**src/rtl/log_pkg.sv**
```systemverilog
// Shared definitions for the access-log reader: entry layout, field bounds,
// the dump FSM state encoding (also referenced by simulation monitors), and
// the byte-select helper used to serialise an entry MSB first.
package log_pkg;

    localparam int unsigned LOG_ENTRY_W  = 24;
    localparam int unsigned LOG_TYPE_MSB = 23;
    localparam int unsigned LOG_TYPE_LSB = 16;
    localparam int unsigned LOG_ADDR_MSB = 15;
    localparam int unsigned LOG_ADDR_LSB = 0;

    typedef struct packed {
        logic [LOG_TYPE_MSB-LOG_TYPE_LSB:0] typ;
        logic [LOG_ADDR_MSB-LOG_ADDR_LSB:0] addr;
    } log_entry_t;

    typedef enum logic [2:0] {
        ST_IDLE    = 3'd0,
        ST_RD_REQ  = 3'd1,
        ST_RD_WAIT = 3'd2,
        ST_SEND2   = 3'd3,
        ST_SEND1   = 3'd4,
        ST_SEND0   = 3'd5,
        ST_FINISH  = 3'd6
    } log_state_e;

    // Byte presented in a given send state: type, then addr high, then addr low.
    function automatic logic [7:0] log_byte(input log_entry_t e, input log_state_e s);
        logic [7:0] b;
        case (s)
            ST_SEND2: b = e.typ;
            ST_SEND1: b = e.addr[15:8];
            default:  b = e.addr[7:0];
        endcase
        return b;
    endfunction

endpackage

```
**src/rtl/log_dump_reader.sv**
```systemverilog
// Streams a range of access-log entries out of the log BRAM read port and
// serialises each 24-bit entry into three bytes for the UART transmitter.
// Ports:
//   clk_50, rst_n              clock, asynchronous active-low reset
//   start/start_addr/count     launch a dump of count entries from start_addr
//   abort                      cancel a running dump
//   busy/done/err              status: running, end pulse, sticky read timeout
//   log_addr/log_rd            BRAM read request
//   log_data/log_data_valid    BRAM read response
//   tx_data/tx_valid/tx_ready  byte stream towards the UART
module log_dump_reader
    import log_pkg::*;
#(
    parameter int unsigned ADDR_WIDTH = 10,
    parameter int unsigned RD_TIMEOUT = 15
) (
    input  logic                   clk_50,
    input  logic                   rst_n,
    input  logic                   start,
    input  logic [ADDR_WIDTH-1:0]  start_addr,
    input  logic [ADDR_WIDTH:0]    count,
    input  logic                   abort,
    output logic                   busy,
    output logic                   done,
    output logic                   err,
    output logic [ADDR_WIDTH-1:0]  log_addr,
    output logic                   log_rd,
    input  logic [LOG_ENTRY_W-1:0] log_data,
    input  logic                   log_data_valid,
    output logic [7:0]             tx_data,
    output logic                   tx_valid,
    input  logic                   tx_ready
);

    localparam int unsigned CNT_W = ADDR_WIDTH + 1;
    localparam int unsigned TMR_W = $clog2(RD_TIMEOUT + 1);

    log_state_e             state_q, state_d;
    logic [ADDR_WIDTH-1:0]  cur_addr_q, cur_addr_d;
    logic [CNT_W-1:0]       remaining_q, remaining_d;
    logic [TMR_W-1:0]       timer_q, timer_d;
    log_entry_t             entry_q, entry_d;
    logic                   err_d;
    logic                   send_d;

    // State and datapath registers.
    always_ff @(posedge clk_50 or negedge rst_n) begin
        if (!rst_n) begin
            state_q     <= ST_IDLE;
            cur_addr_q  <= '0;
            remaining_q <= '0;
            timer_q     <= '0;
            entry_q     <= '0;
        end else begin
            state_q     <= state_d;
            cur_addr_q  <= cur_addr_d;
            remaining_q <= remaining_d;
            timer_q     <= timer_d;
            entry_q     <= entry_d;
        end
    end

    // Next-state and datapath update.
    always_comb begin
        state_d     = state_q;
        cur_addr_d  = cur_addr_q;
        remaining_d = remaining_q;
        timer_d     = timer_q;
        entry_d     = entry_q;
        err_d       = err;

        case (state_q)
            ST_IDLE: begin
                // done still high means the previous dump just ended: start ignored.
                if (start && !done) begin
                    cur_addr_d  = start_addr;
                    remaining_d = count;
                    err_d       = 1'b0;
                    state_d     = (count == '0) ? ST_FINISH : ST_RD_REQ;
                end
            end
            ST_RD_REQ: begin
                timer_d = '0;
                state_d = ST_RD_WAIT;
            end
            ST_RD_WAIT: begin
                if (log_data_valid) begin
                    entry_d = log_entry_t'(log_data);
                    state_d = ST_SEND2;
                end else if (timer_q == TMR_W'(RD_TIMEOUT - 1)) begin
                    err_d   = 1'b1;
                    state_d = ST_FINISH;
                end else begin
                    timer_d = timer_q + TMR_W'(1);
                end
            end
            ST_SEND2: if (tx_valid && tx_ready) state_d = ST_SEND1;
            ST_SEND1: if (tx_valid && tx_ready) state_d = ST_SEND0;
            ST_SEND0: begin
                if (tx_valid && tx_ready) begin
                    cur_addr_d  = cur_addr_q + ADDR_WIDTH'(1);
                    remaining_d = remaining_q - CNT_W'(1);
                    state_d     = (remaining_q == CNT_W'(1)) ? ST_FINISH : ST_RD_REQ;
                end
            end
            ST_FINISH: state_d = ST_IDLE;
            default:   state_d = ST_IDLE;
        endcase

        // Abort overrides everything once a dump is running; FINISH is left alone
        // so a held abort cannot trap the FSM there.
        if (abort && (state_q != ST_IDLE) && (state_q != ST_FINISH)) begin
            state_d = ST_FINISH;
        end

        send_d = (state_d == ST_SEND2) || (state_d == ST_SEND1) || (state_d == ST_SEND0);
    end

    // Registered outputs, decoded from the state being entered.
    always_ff @(posedge clk_50 or negedge rst_n) begin
        if (!rst_n) begin
            busy     <= 1'b0;
            done     <= 1'b0;
            err      <= 1'b0;
            log_rd   <= 1'b0;
            log_addr <= '0;
            tx_valid <= 1'b0;
            tx_data  <= '0;
        end else begin
            busy     <= (state_d != ST_IDLE);
            done     <= (state_q == ST_FINISH);
            err      <= err_d;
            log_rd   <= (state_d == ST_RD_REQ);
            tx_valid <= send_d;
            if (state_d == ST_RD_REQ) begin
                log_addr <= cur_addr_d;
            end
            if (send_d) begin
                tx_data <= log_byte(entry_d, state_d);
            end
        end
    end

endmodule

```
**config.mk**
```make
export PLATFORM = sky130hd
export DESIGN_NAME = log_dump_reader
export DESIGN_NICKNAME = d
export VERILOG_FILES = /design/src/rtl/log_pkg.sv /design/src/rtl/log_dump_reader.sv
export SDC_FILE = /design/constraint.sdc
export NUM_CORES = 1
export LEC_CHECK = 0
export ABC_AREA = 1
export ABC_CLOCK_PERIOD_IN_PS = 2500
export BUFFER_PORTS_ARGS = -buffer_cell sky130_fd_sc_hd__clkbuf_2
export CAP_MARGIN = 20
export CORE_ASPECT_RATIO = 0.8
export CORE_MARGIN = 1
export CORE_UTILIZATION = 30
export DETAILED_ROUTE_END_ITERATION = 10
export HOLD_SLACK_MARGIN = 0.05
export PLACE_DENSITY = 0.53
export SLEW_MARGIN = 20
export SYNTH_ARGS = -nofsm -noshare
export SYNTH_HDL_FRONTEND = slang
export SYNTH_SLANG_ARGS = --single-unit
```
**constraint.sdc**
```tcl
create_clock -name clk_50 -period 2.5 [get_ports clk_50]
set_input_delay 0.125 -clock clk_50 [delete_from_list [all_inputs] [get_ports clk_50]]
set_output_delay 0.125 -clock clk_50 [all_outputs]
set_load 0.01 [all_outputs]
```
======== Word-level counts from Yosys, hierarchy flattened ========
Index checks and enable logic that the tools add are counted.
storage, ports and cells
  input bits .............................. 51
  memories kept ........................... 0
  latch bits .............................. 0
  word-level logic and storage cells ...... 77
  ROM bits ................................ 0
  register bits ........................... 75
  output and inout bits ................... 23
  bits in writable memories ............... 0
operators by class
  $add $sub $neg .......................... 3
  multiplexer cells ....................... 26
  equal/unequal tests ..................... 18
  divide/modulo/power cells ............... 0
  multipliers ............................. 0
  $lt $le $gt $ge ......................... 0
  reduce and logical (&&, ||, !) cells .... 17
  shift operators ......................... 0
  bitwise operators ....................... 0
operators with widths
  cell                                                                   count
  24-bit 2-to-1 mux                                                      2
  3-bit 2-to-1 mux                                                       9
  11-bit 2-to-1 mux                                                      2
  11-bit case mux with 2 select lines                                    1
  10-bit 2-to-1 mux                                                      2
  10-bit case mux with 2 select lines                                    1
  3-bit case mux with 6 select lines                                     1
  8-bit case mux with 2 select lines                                     1
  3-bit == test (second input constant)                                  5
  11-bit by 1-bit == test with 1-bit output (second input constant)      1
  11-bit logical NOT                                                     1
  11-bit by 1-bit subtractor with 11-bit output (second input constant)  1
  10-bit by 1-bit adder with 10-bit output (second input constant)       1
  2-bit != test (second input constant)                                  5
  3-bit by 2-bit == test with 1-bit output (second input constant)       3
  4-bit 2-to-1 mux                                                       2
  4-bit case mux with 2 select lines                                     1
  3-bit by 1-bit == test with 1-bit output (second input constant)       2
  3-bit AND reduction                                                    2
  2-bit nonzero test                                                     3
  3-bit nonzero test                                                     2
  4-bit by 1-bit adder with 4-bit output (second input constant)         1
  4-bit == test (second input constant)                                  1
  1-bit logical AND                                                      4
  other kinds (7)                                                        10

======== Longest topological paths before layout ========
Gate-level depths: netlist (run 1).
  depth in word-level cells ............... 8
  depth in mapped cells ................... 15
  depth with buffers taken out ............ 15

======== Worst setup path before layout (run 1) ========
OpenSTA, ideal clock, no wires.
  path kind ............................... reg2reg
  from .................................... reg remaining_q[1]
  to ...................................... reg tx_data[0]
  cell stages (with the launch flop) ...... 15
  path slack .............................. 0.659 ns
  setup time .............................. 0.117 ns
  clock period less this slack ............ 1.841 ns
  arrival ................................. 1.724 ns
  required time ........................... 2.383 ns
  buffers on the path ..................... 1
  path through ............................ dfrtp_1 -> inv_1 -> ha_1 -> inv_1 -> nor2_1 -> nand3_1 -> o21ai_0 -> nand3_2 -> nand2_2 -> buf_6 -> nand3_4 -> nand3_4 -> inv_6 -> nand2_2 -> nand2_1
between the ends
  longest elaborated chain between the ends .. 8
  elaborated cells on any way between the ends .. 11
RTL lines
  element                                                                    line                    source
  from (decl)                                                                log_dump_reader.sv:40   logic [CNT_W-1:0] remaining_q, remaining_d;
  from (signal assigned)                                                     log_dump_reader.sv:57   remaining_q <= remaining_d;
  11-bit by 1-bit == test with 1-bit output *                                log_dump_reader.sv:103  state_d = (remaining_q == CNT_W'(1)) ? ST_FINISH : ST_RD_REQ;
  3-bit 2-to-1 mux *                                                         log_dump_reader.sv:103
  3-bit 2-to-1 mux *                                                         log_dump_reader.sv:100  if (tx_valid && tx_ready) begin
  3-bit case mux with 6 select lines *                                       log_dump_reader.sv:72   case (state_q)
  3-bit 2-to-1 mux *                                                         log_dump_reader.sv:112  if (abort && (state_q != ST_IDLE) && (state_q != ST_FINISH)) begin
  3-bit by 2-bit == test with 1-bit output or 3-bit == test (tied branches)  log_dump_reader.sv:116  send_d = (state_d == ST_SEND2) || (state_d == ST_SEND1) || (state_d == ST_SEND0);
  1-bit logical OR                                                           log_dump_reader.sv:116
  1-bit logical OR *                                                         log_dump_reader.sv:116
  named net send_d                                                           log_dump_reader.sv:44   logic send_d;
  to (signal assigned)                                                       log_dump_reader.sv:139  tx_data <= log_byte(entry_d, state_d);
  to (decl)                                                                  log_dump_reader.sv:30   output logic [7:0] tx_data,
The timed path passes the listed nets; every way through them passes the cells marked *.
A chain may end at the register's enable or synchronous reset.

======== Final worst setup path (run 1) ========
  from .................................... reg remaining_q[1]
  to ...................................... reg tx_data[1]
between the ends
  longest elaborated chain between the ends .. 8
  elaborated cells on any way between the ends .. 11
RTL lines
  element                                                                     line                    source
  11-bit by 1-bit == test with 1-bit output *                                 log_dump_reader.sv:103
  3-bit 2-to-1 mux *                                                          log_dump_reader.sv:103
  3-bit 2-to-1 mux *                                                          log_dump_reader.sv:100
  3-bit case mux with 6 select lines *                                        log_dump_reader.sv:72
  3-bit 2-to-1 mux *                                                          log_dump_reader.sv:112
  named net state_d[0]                                                        log_dump_reader.sv:38   log_state_e state_q, state_d;
  branches (longest 3 deep; another with 8-bit case mux with 2 select lines)  n/a
Mark *: on every way through the listed nets, which the timed path passes.

==> results of run 1 <==
==> layout make-up <==
cell class	instances	share of cell area
Clock inverter	4	0.00993
Sequential cell	75	0.382
Clock buffer	12	0.0502
Multi-Input combinational cell	365	0.362
Tap cell	171	0.0435
Timing Repair Buffer	94	0.115
Inverter	48	0.0382
==> metrics by stage <==
step | power [W] | util | instance area, um2
global placement | 0.00473 | 0.360 | 4460
global route | 0.00659 | 0.397 | 4910
CTS | 0.00611 | 0.396 | 4900
detailed placement | 0.00477 | 0.360 | 4460
finish | 0.00607 | 0.397 | 4910
floorplan | 0.00396 | - | 3880
==> cells by family (layout without fill, tap and decap cells) <==
family / Yosys count / after routing / share of synthesized area
AOI/OAI and AO/OA: 58 / 58 / 0.0863
xor gates and xnor gates: 4 / 4 / 0.00902
adders and majority gates: 5 / 5 / 0.0161
buffers and inverters: 59 / 158 / 0.0618
DFF: 75 / 75 / 0.483
and+or+nand+nor: 298 / 298 / 0.344
==> flip-flops by register name, summed over array words and instances, names as in the netlist, 3 cells and up <==
| register | cells |
|---|---|
| remaining_q | 11 |
| entry_q | 24 |
| log_addr | 10 |
| timer_q | 4 |
| tx_data | 8 |
| cur_addr_q | 10 |
| state_q | 3 |
==> metal layers <==
metal	vias to the layer above	share of wire
li1	1794	-
met1	1673	0.50
met2	86	0.45
met3	6	0.044
met4	0	0.0068
met5	-	0
==> what timing repair did <==
item	4_1_cts	5_1_grt
hold buffers	15	0
resized for setup	0	2
endpoints found under the setup margin	0	9
endpoints found under the hold margin	89	0
==> power by group through the flow <==
stage,logic [W],registers (W),clock network [W]
final,0.00270,0.00208,0.00129
after floorplan,0.00187,0.00209,0
after global routing,0.00306,0.00214,0.00139
after global placement,0.00264,0.00209,0
after detailed placement,0.00267,0.00209,0
after CTS,0.00271,0.00208,0.00133
==> worst max-delay path: stages, from the launching register on <==
cell and delay, ns:
sky130_fd_sc_hd__dfrtp_1 0.38, sky130_fd_sc_hd__inv_1 0.10, sky130_fd_sc_hd__ha_1 0.15, sky130_fd_sc_hd__inv_1 0.03
sky130_fd_sc_hd__nor2_1 0.15, sky130_fd_sc_hd__nand3_1 0.09, sky130_fd_sc_hd__o21ai_0 0.25, sky130_fd_sc_hd__nand3_2 0.14
sky130_fd_sc_hd__nand2_4 0.16, sky130_fd_sc_hd__inv_2 0.07, sky130_fd_sc_hd__nand2_4 0.13, sky130_fd_sc_hd__inv_2 0.10
sky130_fd_sc_hd__nand2_1 0.07, sky130_fd_sc_hd__nand3_1 0.11, sky130_fd_sc_hd__nand2_1 0.09, sky130_fd_sc_hd__nand2_1 0.06
==> how the worst min path moves through the flow <==
stage	startpoint	endpoint	slack [ns]	cells after the start
floorplan	rst_n	busy	-0.17	0
global placement	rst_n	remaining_q[0]	0.35	1
detailed placement	rst_n	remaining_q[10]	0.34	1
CTS	log_data[2]	entry_q[2]	0.05	3
global route	log_data[15]	entry_q[15]	0.05	3
finish	log_data[15]	entry_q[15]	0.05	3
==> cells in the final DEF, fill, tap and decap left out, types with 3 or more instances in the layout <==
master,instances
sky130_fd_sc_hd__inv_1,35
sky130_fd_sc_hd__nor2_2,3
sky130_fd_sc_hd__o211ai_1,7
sky130_fd_sc_hd__nand2_1,183
sky130_fd_sc_hd__nand4_1,9
sky130_fd_sc_hd__nor3_1,4
sky130_fd_sc_hd__clkbuf_2,72
sky130_fd_sc_hd__dlygate4sd3_1,15
sky130_fd_sc_hd__dfrtp_1,75
sky130_fd_sc_hd__nand3_1,36
sky130_fd_sc_hd__a31oi_1,3
sky130_fd_sc_hd__o21ai_0,28
sky130_fd_sc_hd__inv_2,10
sky130_fd_sc_hd__ha_1,5
sky130_fd_sc_hd__buf_4,7
sky130_fd_sc_hd__nand3_4,3
sky130_fd_sc_hd__nand3_2,3
sky130_fd_sc_hd__xor2_1,3
sky130_fd_sc_hd__a21oi_1,12
sky130_fd_sc_hd__clkbuf_16,9
sky130_fd_sc_hd__nor2_1,36
sky130_fd_sc_hd__nand2_2,13
==> impl_table.tex, run 1 <==
\begin{tabular}{lr}
\hline
Metric & Value \\
\hline
\multicolumn{2}{l}{\textbf{Worst setup path}} \\
Flop-to-flop setup slack & roughly 0.29 ns \\
Number of cells on the worst reg-to-reg path & 15 \\
Worst Setup Start Kind & flip-flop \\
Setup crit end & tx\_data[1] \\
Required arrival time at the worst endpoint & 2.71 ns \\
Type of the worst setup path & flip-flop to flip-flop \\
Launching element of the worst setup path & remaining\_q[1] \\
Kind of end point of the critical path & flip-flop \\
End of the worst register-to-register path & tx\_data[1] \\
Largest fanout on the critical path & 12 \\
Beginning of the worst register-to-register path & remaining\_q[1] \\
Endpoint arrival time on the critical path & about 2.4 ns \\
\multicolumn{2}{l}{\textbf{Placed design}} \\
Post-DP HPWL & 7550 um \\
Inst Count DP & about 740 \\
Worst slack after detailed placement & about 0.18 ns \\
Final weighted congestion of routability-driven global placement & 0.821 \\
IO buf count & 73 \\
\multicolumn{2}{l}{\textbf{Drt}} \\
Number of DRC markers after the initial detailed-route iteration & between 200 and 250 \\
Routed via count divided by cell count & 4.63 \\
DR vias & about 3600 \\
Final ANT Viol Nets & 0 \\
Post-detailed-routing wire length & just over 10000 um \\
DRC viols & 0 \\
Drt wl/cell & about 13 um \\
Number of iterations in the first detailed-routing pass & 5 \\
\multicolumn{2}{l}{\textbf{Global route}} \\
M3 GR Usage & 0.0444 \\
All-layer global routing usage & 0.166 \\
Vias in the first global route & 3432 \\
Antenna violations before repair & 0 \\
Met2 Track Usage GR & 0.247 \\
Most heavily used metal layer in global routing & met2 \\
Met1 Track Usage GR & 0.237 \\
Largest net degree at the start of global routing & 76 \\
Overall overflow remaining after global route & 0 \\
Global-route wire length before repair & roughly 17000 um \\
\multicolumn{2}{l}{\textbf{Floorplanning}} \\
Row count & 36 \\
Die extent in x & approximately 130 um \\
Initial cell density of the core & 0.314 \\
Die Outline Area & about 13000 um2 \\
Area of the core & $\sim$12000 um2 \\
Top-level I/O count & 74 \\
Die span in y & a little over 100 um \\
\multicolumn{2}{l}{\textbf{Timing}} \\
Slew at the pin closest to its max-slew limit & 0.968 ns \\
RSZ-0062 raised after global routing & no \\
Final Max Tran Viols & 0 \\
Clock Skew & between 0.01 and 0.015 ns \\
Hold WS & 0.0516 ns \\
Final critical-path setup slack & a little under 0.3 ns \\
Aggregate negative setup slack & 0 ns \\
Fin crit share & 0.882 \\
Highest attainable clock frequency & 453 MHz \\
Headroom to the max-slew limit & 0.354 \\
Final Hold Viols & 0 \\
Shortest clock period the worst path allows after layout & $\sim$2.2 ns \\
Finish-stage setup viols & 0 \\
\multicolumn{2}{l}{\textbf{Power and ir drop}} \\
Psw & 0.00263 W \\
Part of the total power dissipated in combinational logic & 0.444 \\
Clock network fraction of total power & 0.213 \\
Maximum VDD drop & about 0.54 mV \\
Pint & between 0.003 and 0.004 W \\
Leakage Power & 2.56 nW \\
Net switching share of the total power & 0.433 \\
Power per Cell Area & around 1200 nW/um2 \\
Sequential cell fraction of total power & 0.343 \\
\multicolumn{2}{l}{\textbf{Logic synthesis}} \\
Most frequently used flop master after synthesis & sky130\_fd\_sc\_hd\_\_dfrtp\_1 \\
Syn nets & 555 \\
Synthesized area & between 3000 and 4000 um2 \\
Cell count after synthesis & $\sim$500 \\
Register area share after synthesis & 0.483 \\
Top post-synthesis cells by area & sky130\_fd\_sc\_hd\_\_dfrtp\_1 48\%, sky130\_fd\_sc\_hd\_\_nand2\_1 18\%, sky130\_fd\_sc\_hd\_\_nand3\_1 4.6\% \\
Area share of the largest cell type after synthesis & 0.483 \\
Synth async-reset ratio & 1.00 \\
Synthesis-stage register bit count & 75 \\
Count leader, synth & sky130\_fd\_sc\_hd\_\_nand2\_1 \\
Largest area contributor in the synthesized netlist & sky130\_fd\_sc\_hd\_\_dfrtp\_1 \\
Number of distinct library cells after synthesis & 37 \\
Post-synth top cells & 183 x sky130\_fd\_sc\_hd\_\_nand2\_1, 75 x sky130\_fd\_sc\_hd\_\_dfrtp\_1, 36 x sky130\_fd\_sc\_hd\_\_nand3\_1, 36 x sky130\_fd\_sc\_hd\_\_nor2\_1, 35 x sky130\_fd\_sc\_hd\_\_inv\_1 \\
YS warnings & 0 \\
Number of synthesized flops with an enable pin & 0 \\
Mean Syn Cell Area & roughly 7.8 um2 \\
\multicolumn{2}{l}{\textbf{Layout}} \\
Number of filler instances in the final layout & 1271 \\
Filler-free cell count of the finished design & 769 \\
Fraction of final layout cells with drive strength greater than 1 & 0.224 \\
Register area & $\sim$1900 um2 \\
Post-layout net count & around 650 \\
N\_diodes & 0 \\
Multi-input combinational cell area & approximately 1800 um2 \\
Synthesis-to-finish area growth & 26.5\% \\
\multicolumn{2}{l}{\textbf{Clock tree}} \\
Buffers from clock root to sink, at most & 2 \\
Num CTS Buffers & 9 \\
Post-CTS Repair Setup Buffers & 0 \\
Clock Tree Root & sky130\_fd\_sc\_hd\_\_clkbuf\_16 \\
CTS sink cnt & 75 \\
Clock Pin Slew Worst Setup and Hold Paths & 0.06 ns \\
H-tree levels & 3 \\
Clock insertion delay at the later pin of the skew report & 0.33 ns \\
Clock tree from TritonCTS & done \\
\multicolumn{2}{l}{\textbf{Worst hold path}} \\
Path category of the worst min-delay check & input port to flip-flop \\
\multicolumn{2}{l}{\textbf{Run}} \\
Max-cap violations & 0 \\
\multicolumn{2}{l}{\textbf{Status}} \\
Outcome & completed \\
\hline
\end{tabular}
Power figures use the tool's default switching activity.
==> inputs of run 2 (changes only) <==
- CORE_UTILIZATION: 30 -> 31
- PLACE_DENSITY: 0.53 -> 0.55
==> run 2 against run 1 <==
Against the previous run:
- worst setup slack improved by 0.0037 ns
- sequential power barely moved
- die area fell by 3.2%
- core utilization up 0.36 points
- hold slack better by 0.0097 ns
- cell count shrank 0.13%
- clock-buffer cell count decreased by 2
- sequential share of layout area rose by 0.22 points
- register-to-register slack barely moved
- largest cell class unchanged
- combinational power about the same
==> impl_table.tex, run 2 (synthesized netlist as in run 1, its figures left out) <==
\begin{tabular}{lr}
\hline
Metric & Value \\
\hline
\multicolumn{2}{l}{\textbf{Layout}} \\
Largest registers in the final layout & entry\_q: 24 flops, remaining\_q: 11 flops \\
Synthesis-to-finish area growth & 25.8\% \\
Fraction of final layout cells with drive strength greater than 1 & 0.229 (+0.00540) \\
Multi-input combinational cell area & 1770 um2 (-0.56\%) \\
Post-layout net count & 648 (-0.15\%) \\
Commonest non-fill, non-tap cells in the layout & 183 x sky130\_fd\_sc\_hd\_\_nand2\_1, 75 x sky130\_fd\_sc\_hd\_\_dfrtp\_1, 72 x sky130\_fd\_sc\_hd\_\_clkbuf\_2 \\
N\_diodes & 0 (unchanged) \\
Most common cell after layout, fill and taps aside & sky130\_fd\_sc\_hd\_\_nand2\_1 \\
Number of flip-flops under the largest register name & 24 (unchanged) \\
Number of filler instances in the final layout & 1285 (+1.1\%) \\
Register area & 1880 um2 (unchanged) \\
Register name with the most flops & entry\_q \\
\multicolumn{2}{l}{\textbf{Power and ir drop}} \\
Leakage Power & 2.54 nW (-0.89\%) \\
Maximum VDD drop & 0.382 mV (-29\%) \\
Net switching share of the total power & 0.431 (-0.00175) \\
Sequential cell fraction of total power & 0.344 (about the same) \\
Part of the total power dissipated in combinational logic & 0.446 (+0.002) \\
Psw & 0.00260 W (-1.1\%) \\
Pint & 0.00343 W (-0.37\%) \\
Clock network fraction of total power & 0.211 (-0.002) \\
Power per Cell Area & 1230 nW/um2 (-0.11\%) \\
\multicolumn{2}{l}{\textbf{Placed design}} \\
Post-DP HPWL & 7350 um (-2.7\%) \\
Final weighted congestion of routability-driven global placement & 0.853 (+4.0\%) \\
IO buf count & 73 (unchanged) \\
\multicolumn{2}{l}{\textbf{Drt}} \\
Post-detailed-routing wire length & 9950 um (-3.6\%) \\
Final ANT Viol Nets & 0 (unchanged) \\
Drt wl/cell & 13.0 um (-3.4\%) \\
Number of iterations in the first detailed-routing pass & 5 (unchanged) \\
Number of DRC markers after the initial detailed-route iteration & 221 (+7.8\%) \\
DRC viols & 0 (unchanged) \\
Routed via count divided by cell count & 4.63 (about the same) \\
DR vias & 3554 (-0.14\%) \\
\multicolumn{2}{l}{\textbf{Clock tree}} \\
H-tree levels & 3 (unchanged) \\
Post-CTS Repair Setup Buffers & 0 (unchanged) \\
Clock Pin Slew Worst Setup and Hold Paths & 0.06 ns (about the same) \\
Buffers from clock root to sink, at most & 2 (unchanged) \\
Clock tree from TritonCTS & done \\
CTS sink cnt & 75 (unchanged) \\
Clock Tree Root & sky130\_fd\_sc\_hd\_\_clkbuf\_16 \\
Clock insertion delay at the later pin of the skew report & 0.33 ns (about the same) \\
Num CTS Buffers & 9 (unchanged) \\
\multicolumn{2}{l}{\textbf{Global route}} \\
Antenna violations before repair & 0 (unchanged) \\
All-layer global routing usage & 0.161 (-0.00497) \\
Global-route wire length before repair & 16100 um (-5.8\%) \\
Largest net degree at the start of global routing & 76 (unchanged) \\
Vias in the first global route & 3240 (-5.6\%) \\
Overall overflow remaining after global route & 0 (unchanged) \\
\multicolumn{2}{l}{\textbf{Worst setup path}} \\
Type of the worst setup path & flip-flop to flip-flop \\
Most prevalent standard cell on the critical path & sky130\_fd\_sc\_hd\_\_nand2\_1 \\
Critical path's top delay family & simple AND/OR/NAND/NOR gates \\
CP Cell Sequence & nand2\_1 > inv\_1 > nor2\_1 > inv\_2 > nand2\_1 > nor2\_2 > nand3\_2 > nand2\_2 > buf\_4 > inv\_2 > nand2\_2 > inv\_2 > nand2\_1 > nand3\_1 > nand2\_1 > nand2\_1 \\
Buffer and inverter count on the worst path & 5 (+1) \\
CP max stage delay & 0.40 ns (+0.02 ns) \\
Endpoint arrival time on the critical path & 2.42 ns (about the same) \\
Largest fanout on the critical path & 11 (-1) \\
Required arrival time at the worst endpoint & 2.71 ns (about the same) \\
Kind of end point of the critical path & flip-flop \\
Library cell contributing the largest single delay on the critical path & sky130\_fd\_sc\_hd\_\_dfrtp\_1 \\
Worst Setup Start Kind & flip-flop \\
\multicolumn{2}{l}{\textbf{Timing}} \\
RSZ-0062 raised after global routing & no \\
Aggregate negative setup slack & 0 ns (unchanged) \\
Headroom to the max-slew limit & 0.339 (-0.0152) \\
Slew at the pin closest to its max-slew limit & 0.991 ns (+0.0228 ns) \\
Finish-stage setup viols & 0 (unchanged) \\
Hold WS & 0.0612 ns (+0.00966 ns) \\
Shortest clock period the worst path allows after layout & 2.20 ns (-0.00371 ns) \\
Fin crit share & 0.881 (-0.00149) \\
Highest attainable clock frequency & 454 MHz (+0.17\%) \\
Clock Skew & 0.00899 ns (-0.00134 ns) \\
Final Max Tran Viols & 0 (unchanged) \\
Final Hold Viols & 0 (unchanged) \\
\multicolumn{2}{l}{\textbf{Floorplanning}} \\
Row count & 36 (unchanged) \\
Die span in y & 102 um (-1.6\%) \\
Die extent in x & 127 um (-1.6\%) \\
Top-level I/O count & 74 (unchanged) \\
Area of the core & 12200 um2 (-1.5\%) \\
Initial cell density of the core & 0.318 (+0.00463) \\
Die Outline Area & 13000 um2 (-3.2\%) \\
\multicolumn{2}{l}{\textbf{Status}} \\
Outcome & completed \\
\multicolumn{2}{l}{\textbf{Run}} \\
Max-cap violations & 0 (unchanged) \\
\multicolumn{2}{l}{\textbf{Worst hold path}} \\
Path category of the worst min-delay check & input port to flip-flop \\
\hline
\end{tabular}
[run 2: cell types whose count changed in the layout (fill, tap and decap cells not counted), sizes merged]
cell and delta:
clkbuf -2, dlygate4sd3 -3, clkinvlp +2, buf +2
[run 2: power groups by stage]
stage | Combinational [W] | Clock (W) | Sequential (W)
final | 0.00269 | 0.00127 | 0.00207
after global routing | 0.00307 | 0.00136 | 0.00214
after CTS | 0.00270 | 0.00131 | 0.00207
after detailed placement | 0.00268 | 0 | 0.00208
after global placement | 0.00264 | 0 | 0.00208
after floorplan | 0.00187 | 0 | 0.00209
[run 2: per-stage QoR]
stage          power [W]  setup WS [ns]  utilization  std cells  instance area (um2)
2_1_floorplan    0.00396          0.659            -        499                 3880
3_3_place_gp     0.00471          0.363        0.367        740                 4470
3_5_place_dp     0.00476          0.325        0.367        740                 4470
4_1_cts          0.00609          0.314        0.400        768                 4890
5_1_grt          0.00657         0.0330        0.400        768                 4890
6_report         0.00603          0.298        0.400        768                 4890
[run 2: timing repair]
item	CTS	global route
endpoints found under the setup margin	0	0
hold endpoints to repair	86	0
hold buffers	12	0
gates resized for setup	0	0
[run 2: area by class of cell]
type	instances	area share
clock buffer	10	0.0469
clock inverter	6	0.0131
inverter	48	0.0384
multi-input combinational	365	0.362
sequential	75	0.384
tap	171	0.0438
timing repair buffer	93	0.112
[run 2: worst reg2reg max path, delay by kind of cell, from the launching register on]
family	cells	cell delay, ns
and+or+nand+nor	11	1.10
buffers and inverters	5	0.60
DFF	1	0.40
[run 2: worst paths after layout]
check,endpoint,slack (ns),start,cells past startpoint
min in group asynchronous,entry_q[21],0.49,rst_n,2
max in group asynchronous,log_addr[4],1.36,rst_n,2
worst min register to register,timer_q[3],0.46,timer_q[3],1
worst min-delay path,entry_q[12],0.06,log_data[12],3
worst max-delay path,tx_data[1],0.30,tx_valid,16
worst max register to register,tx_data[1],0.30,tx_valid,16
[run 2: layer usage]
layer,part of all wire,vias to the layer above,GRT usage
met5,0,-,0
met3,0.040,10,0.0330
met4,0.0094,0,0.0412
met2,0.43,67,0.240
met1,0.52,1677,0.236
li1,-,1800,-
==> inputs of run 3 (changes only) <==
- CORE_UTILIZATION: 31 -> 55
- PLACE_DENSITY: 0.55 -> 0.84
==> run 3 against run 2 <==
Against the previous run:
- worst setup slack lost 0.041 ns
- critical path type unchanged
- power shrank 2.1%
- cell count shrank 8.5%
- critical endpoint is now tx_data[4]
- largest cell class unchanged
- clock power shrank 14%
- via count grew 5.7%
==> impl_table.tex, run 3 (synthesized netlist as in run 1, its figures left out) <==
\begin{tabular}{lr}
\hline
Metric & Value \\
\hline
\multicolumn{2}{l}{\textbf{Worst setup path}} \\
Flop-to-flop setup slack & 0.26 ns (-0.04 ns) \\
Beginning of the worst register-to-register path & remaining\_q[1] \\
Largest fanout on the critical path & 12 (+1) \\
End of the worst register-to-register path & tx\_data[4] \\
Launching element of the worst setup path & remaining\_q[1] \\
Required arrival time at the worst endpoint & 2.76 ns (+0.05 ns) \\
Worst Setup Start Kind & flip-flop \\
Type of the worst setup path & flip-flop to flip-flop \\
Number of cells on the worst reg-to-reg path & 15 (-1) \\
Endpoint arrival time on the critical path & 2.50 ns (+0.08 ns) \\
Kind of end point of the critical path & flip-flop \\
\multicolumn{2}{l}{\textbf{Drt}} \\
DR vias & 3755 (+5.7\%) \\
Number of DRC markers after the initial detailed-route iteration & 301 (+36\%) \\
Number of iterations in the first detailed-routing pass & 6 (+1) \\
DRC viols & 0 (unchanged) \\
Drt wl/cell & 14.0 um (+7.9\%) \\
Final ANT Viol Nets & 0 (unchanged) \\
Post-detailed-routing wire length & 9820 um (-1.3\%) \\
Routed via count divided by cell count & 5.34 (+15\%) \\
\multicolumn{2}{l}{\textbf{Clock tree}} \\
Buffers from clock root to sink, at most & 2 (unchanged) \\
Post-CTS Repair Setup Buffers & 0 (unchanged) \\
Num CTS Buffers & 9 (unchanged) \\
Clock tree from TritonCTS & done \\
Clock Tree Root & sky130\_fd\_sc\_hd\_\_clkbuf\_8 \\
Clock insertion delay at the later pin of the skew report & 0.37 ns (+0.04 ns) \\
CTS sink cnt & 75 (unchanged) \\
H-tree levels & 3 (unchanged) \\
Clock Pin Slew Worst Setup and Hold Paths & 0.09 ns (+0.03 ns) \\
\multicolumn{2}{l}{\textbf{Layout}} \\
Commonest non-fill, non-tap cells in the layout & 183 x sky130\_fd\_sc\_hd\_\_nand2\_1, 75 x sky130\_fd\_sc\_hd\_\_dfrtp\_1, 72 x sky130\_fd\_sc\_hd\_\_clkbuf\_2 \\
Post-Layout Inst Area & 4910 um2 (+0.51\%) \\
N\_diodes & 0 (unchanged) \\
Number of flip-flops under the largest register name & 24 (unchanged) \\
Fraction of final layout cells with drive strength greater than 1 & 0.224 (-0.00545) \\
Largest registers in the final layout & entry\_q: 24 flops, remaining\_q: 11 flops \\
Register name with the most flops & entry\_q \\
Most common cell after layout, fill and taps aside & sky130\_fd\_sc\_hd\_\_nand2\_1 \\
Number of filler instances in the final layout & 498 (-61\%) \\
Synthesis-to-finish area growth & 26.4\% \\
Post-layout net count & 667 (+2.9\%) \\
\multicolumn{2}{l}{\textbf{Floorplanning}} \\
Initial cell density of the core & 0.567 (+0.248) \\
Area of the core & 6860 um2 (-44\%) \\
Top-level I/O count & 74 (unchanged) \\
Row count & 27 (-25\%) \\
Die extent in x & 96.0 um (-25\%) \\
Die span in y & 77.2 um (-24\%) \\
Die Outline Area & 7410 um2 (-43\%) \\
\multicolumn{2}{l}{\textbf{Global route}} \\
All-layer global routing usage & 0.288 (+0.128) \\
Overall overflow remaining after global route & 0 (unchanged) \\
Antenna violations before repair & 0 (unchanged) \\
Global-route wire length before repair & 16300 um (+0.81\%) \\
Vias in the first global route & 3508 (+8.3\%) \\
Largest net degree at the start of global routing & 76 (unchanged) \\
\multicolumn{2}{l}{\textbf{Placed design}} \\
Final weighted congestion of routability-driven global placement & 0.852 (-0.15\%) \\
IO buf count & 73 (unchanged) \\
Post-DP HPWL & 6790 um (-7.6\%) \\
Worst slack after detailed placement & 0.305 ns (-0.0201 ns) \\
Total placed instance area & 4370 um2 (-2.4\%) \\
\multicolumn{2}{l}{\textbf{Timing}} \\
Highest attainable clock frequency & 446 MHz (-1.8\%) \\
Final Hold Viols & 0 (unchanged) \\
RSZ-0062 raised after global routing & no \\
Shortest clock period the worst path allows after layout & 2.24 ns (+0.0406 ns) \\
Finish-stage setup viols & 0 (unchanged) \\
Headroom to the max-slew limit & 0.377 (+0.0378) \\
Fin crit share & 0.897 (+0.0163) \\
Final critical-path setup slack & 0.257 ns (-0.0406 ns) \\
Final Max Tran Viols & 0 (unchanged) \\
Aggregate negative setup slack & 0 ns (unchanged) \\
Clock Skew & 0.0147 ns (+0.00569 ns) \\
Slew at the pin closest to its max-slew limit & 0.934 ns (-0.0567 ns) \\
\multicolumn{2}{l}{\textbf{Power and ir drop}} \\
Leakage Power & 2.59 nW (+2.1\%) \\
Power per Cell Area & 1200 nW/um2 (-2.6\%) \\
Maximum VDD drop & 0.582 mV (+53\%) \\
\multicolumn{2}{l}{\textbf{Status}} \\
Outcome & completed \\
\multicolumn{2}{l}{\textbf{Worst hold path}} \\
Worst Hold Endpoint & cur\_addr\_q[7] \\
Path category of the worst min-delay check & input port to flip-flop \\
Worst hold path startpoint & start\_addr[7] \\
Hold Crit Depth & 3 (unchanged) \\
\multicolumn{2}{l}{\textbf{Run}} \\
Max-cap violations & 0 (unchanged) \\
\hline
\end{tabular}
## run 3: changes by cell type in the layout (fill, tap and decap cells not counted)
cell	change
sky130_fd_sc_hd__dlygate4sd3_1	+19
sky130_fd_sc_hd__clkbuf_8	+11
sky130_fd_sc_hd__clkbuf_16	-9
sky130_fd_sc_hd__clkinv_2	-2
sky130_fd_sc_hd__buf_2	+1
sky130_fd_sc_hd__buf_4	-1
sky130_fd_sc_hd__bufinv_16	+1
sky130_fd_sc_hd__clkbuf_1	-1
## run 3: metal layers
| metal | track usage | up-vias | routed length [um] |
|---|---|---|---|
| met5 | 0 | - | 0 |
| met4 | 0.0836 | 0 | 138 |
| met3 | 0.0605 | 16 | 763 |
| met2 | 0.434 | 164 | 4400 |
| met1 | 0.419 | 1751 | 4520 |
| li1 | - | 1824 | - |
## run 3: cell type report
type / instances / area (um2) / area share
multi-input cells: 365 / 1770 / 0.360
well taps: 87 / 109 / 0.0222
repair buffers: 112 / 736 / 0.150
clock inverters: 5 / 83.8 / 0.0171
inverters: 48 / 188 / 0.0382
flip-flops and latches: 75 / 1880 / 0.382
clock buffers: 11 / 151 / 0.0308
## run 3: what timing repair did
action | CTS | global route
resized for setup | 0 | 0
endpoints found under the hold margin | 105 | 0
hold buffers | 31 | 0
## run 3: stage by stage
step | utilization | power, W | cells | hold slack [ns]
2_1_floorplan | - | 0.00396 | 499 | -0.171
6_report | 0.716 | 0.00590 | 703 | 0.0646
5_1_grt | 0.716 | 0.00636 | 703 | 0.0891
3_5_place_dp | 0.637 | 0.00473 | 656 | 0.359
3_3_place_gp | 0.637 | 0.00463 | 656 | 0.357
4_1_cts | 0.716 | 0.00587 | 703 | 0.0576
## run 3: worst max-delay path by stage
stage	slack [ns]	endpoint
after floorplan	0.66	tx_data[0]
after global placement	0.36	tx_data[3]
after detailed placement	0.30	tx_data[1]
after CTS	0.29	tx_data[4]
after global routing	0.01	tx_data[7]
final	0.26	tx_data[4]
## run 3: worst max-delay path: stages (launching register included)
cell                      delay (ns)
sky130_fd_sc_hd__dfrtp_1        0.38
sky130_fd_sc_hd__inv_1          0.09
sky130_fd_sc_hd__ha_1           0.14
sky130_fd_sc_hd__inv_1          0.03
sky130_fd_sc_hd__nor2_1         0.11
sky130_fd_sc_hd__nand3_1        0.08
sky130_fd_sc_hd__o21ai_0        0.24
sky130_fd_sc_hd__nand3_2        0.11
sky130_fd_sc_hd__nand2_2        0.23
sky130_fd_sc_hd__inv_2          0.07
sky130_fd_sc_hd__nand2_2        0.19
sky130_fd_sc_hd__inv_2          0.13
sky130_fd_sc_hd__nand2_1        0.08
sky130_fd_sc_hd__nand3_1        0.11
sky130_fd_sc_hd__nand2_1        0.10
sky130_fd_sc_hd__nand2_1        0.06
## run 3: power by group
group	switching [W]	total (W)	internal [W]	leakage, nW
combinational	0.00183	0.00274	0.000906	1.53
clock	0.000469	0.00109	0.000620	0.112
sequential	0.000325	0.00208	0.00175	0.948
total	0.00263	0.00590	0.00328	2.59
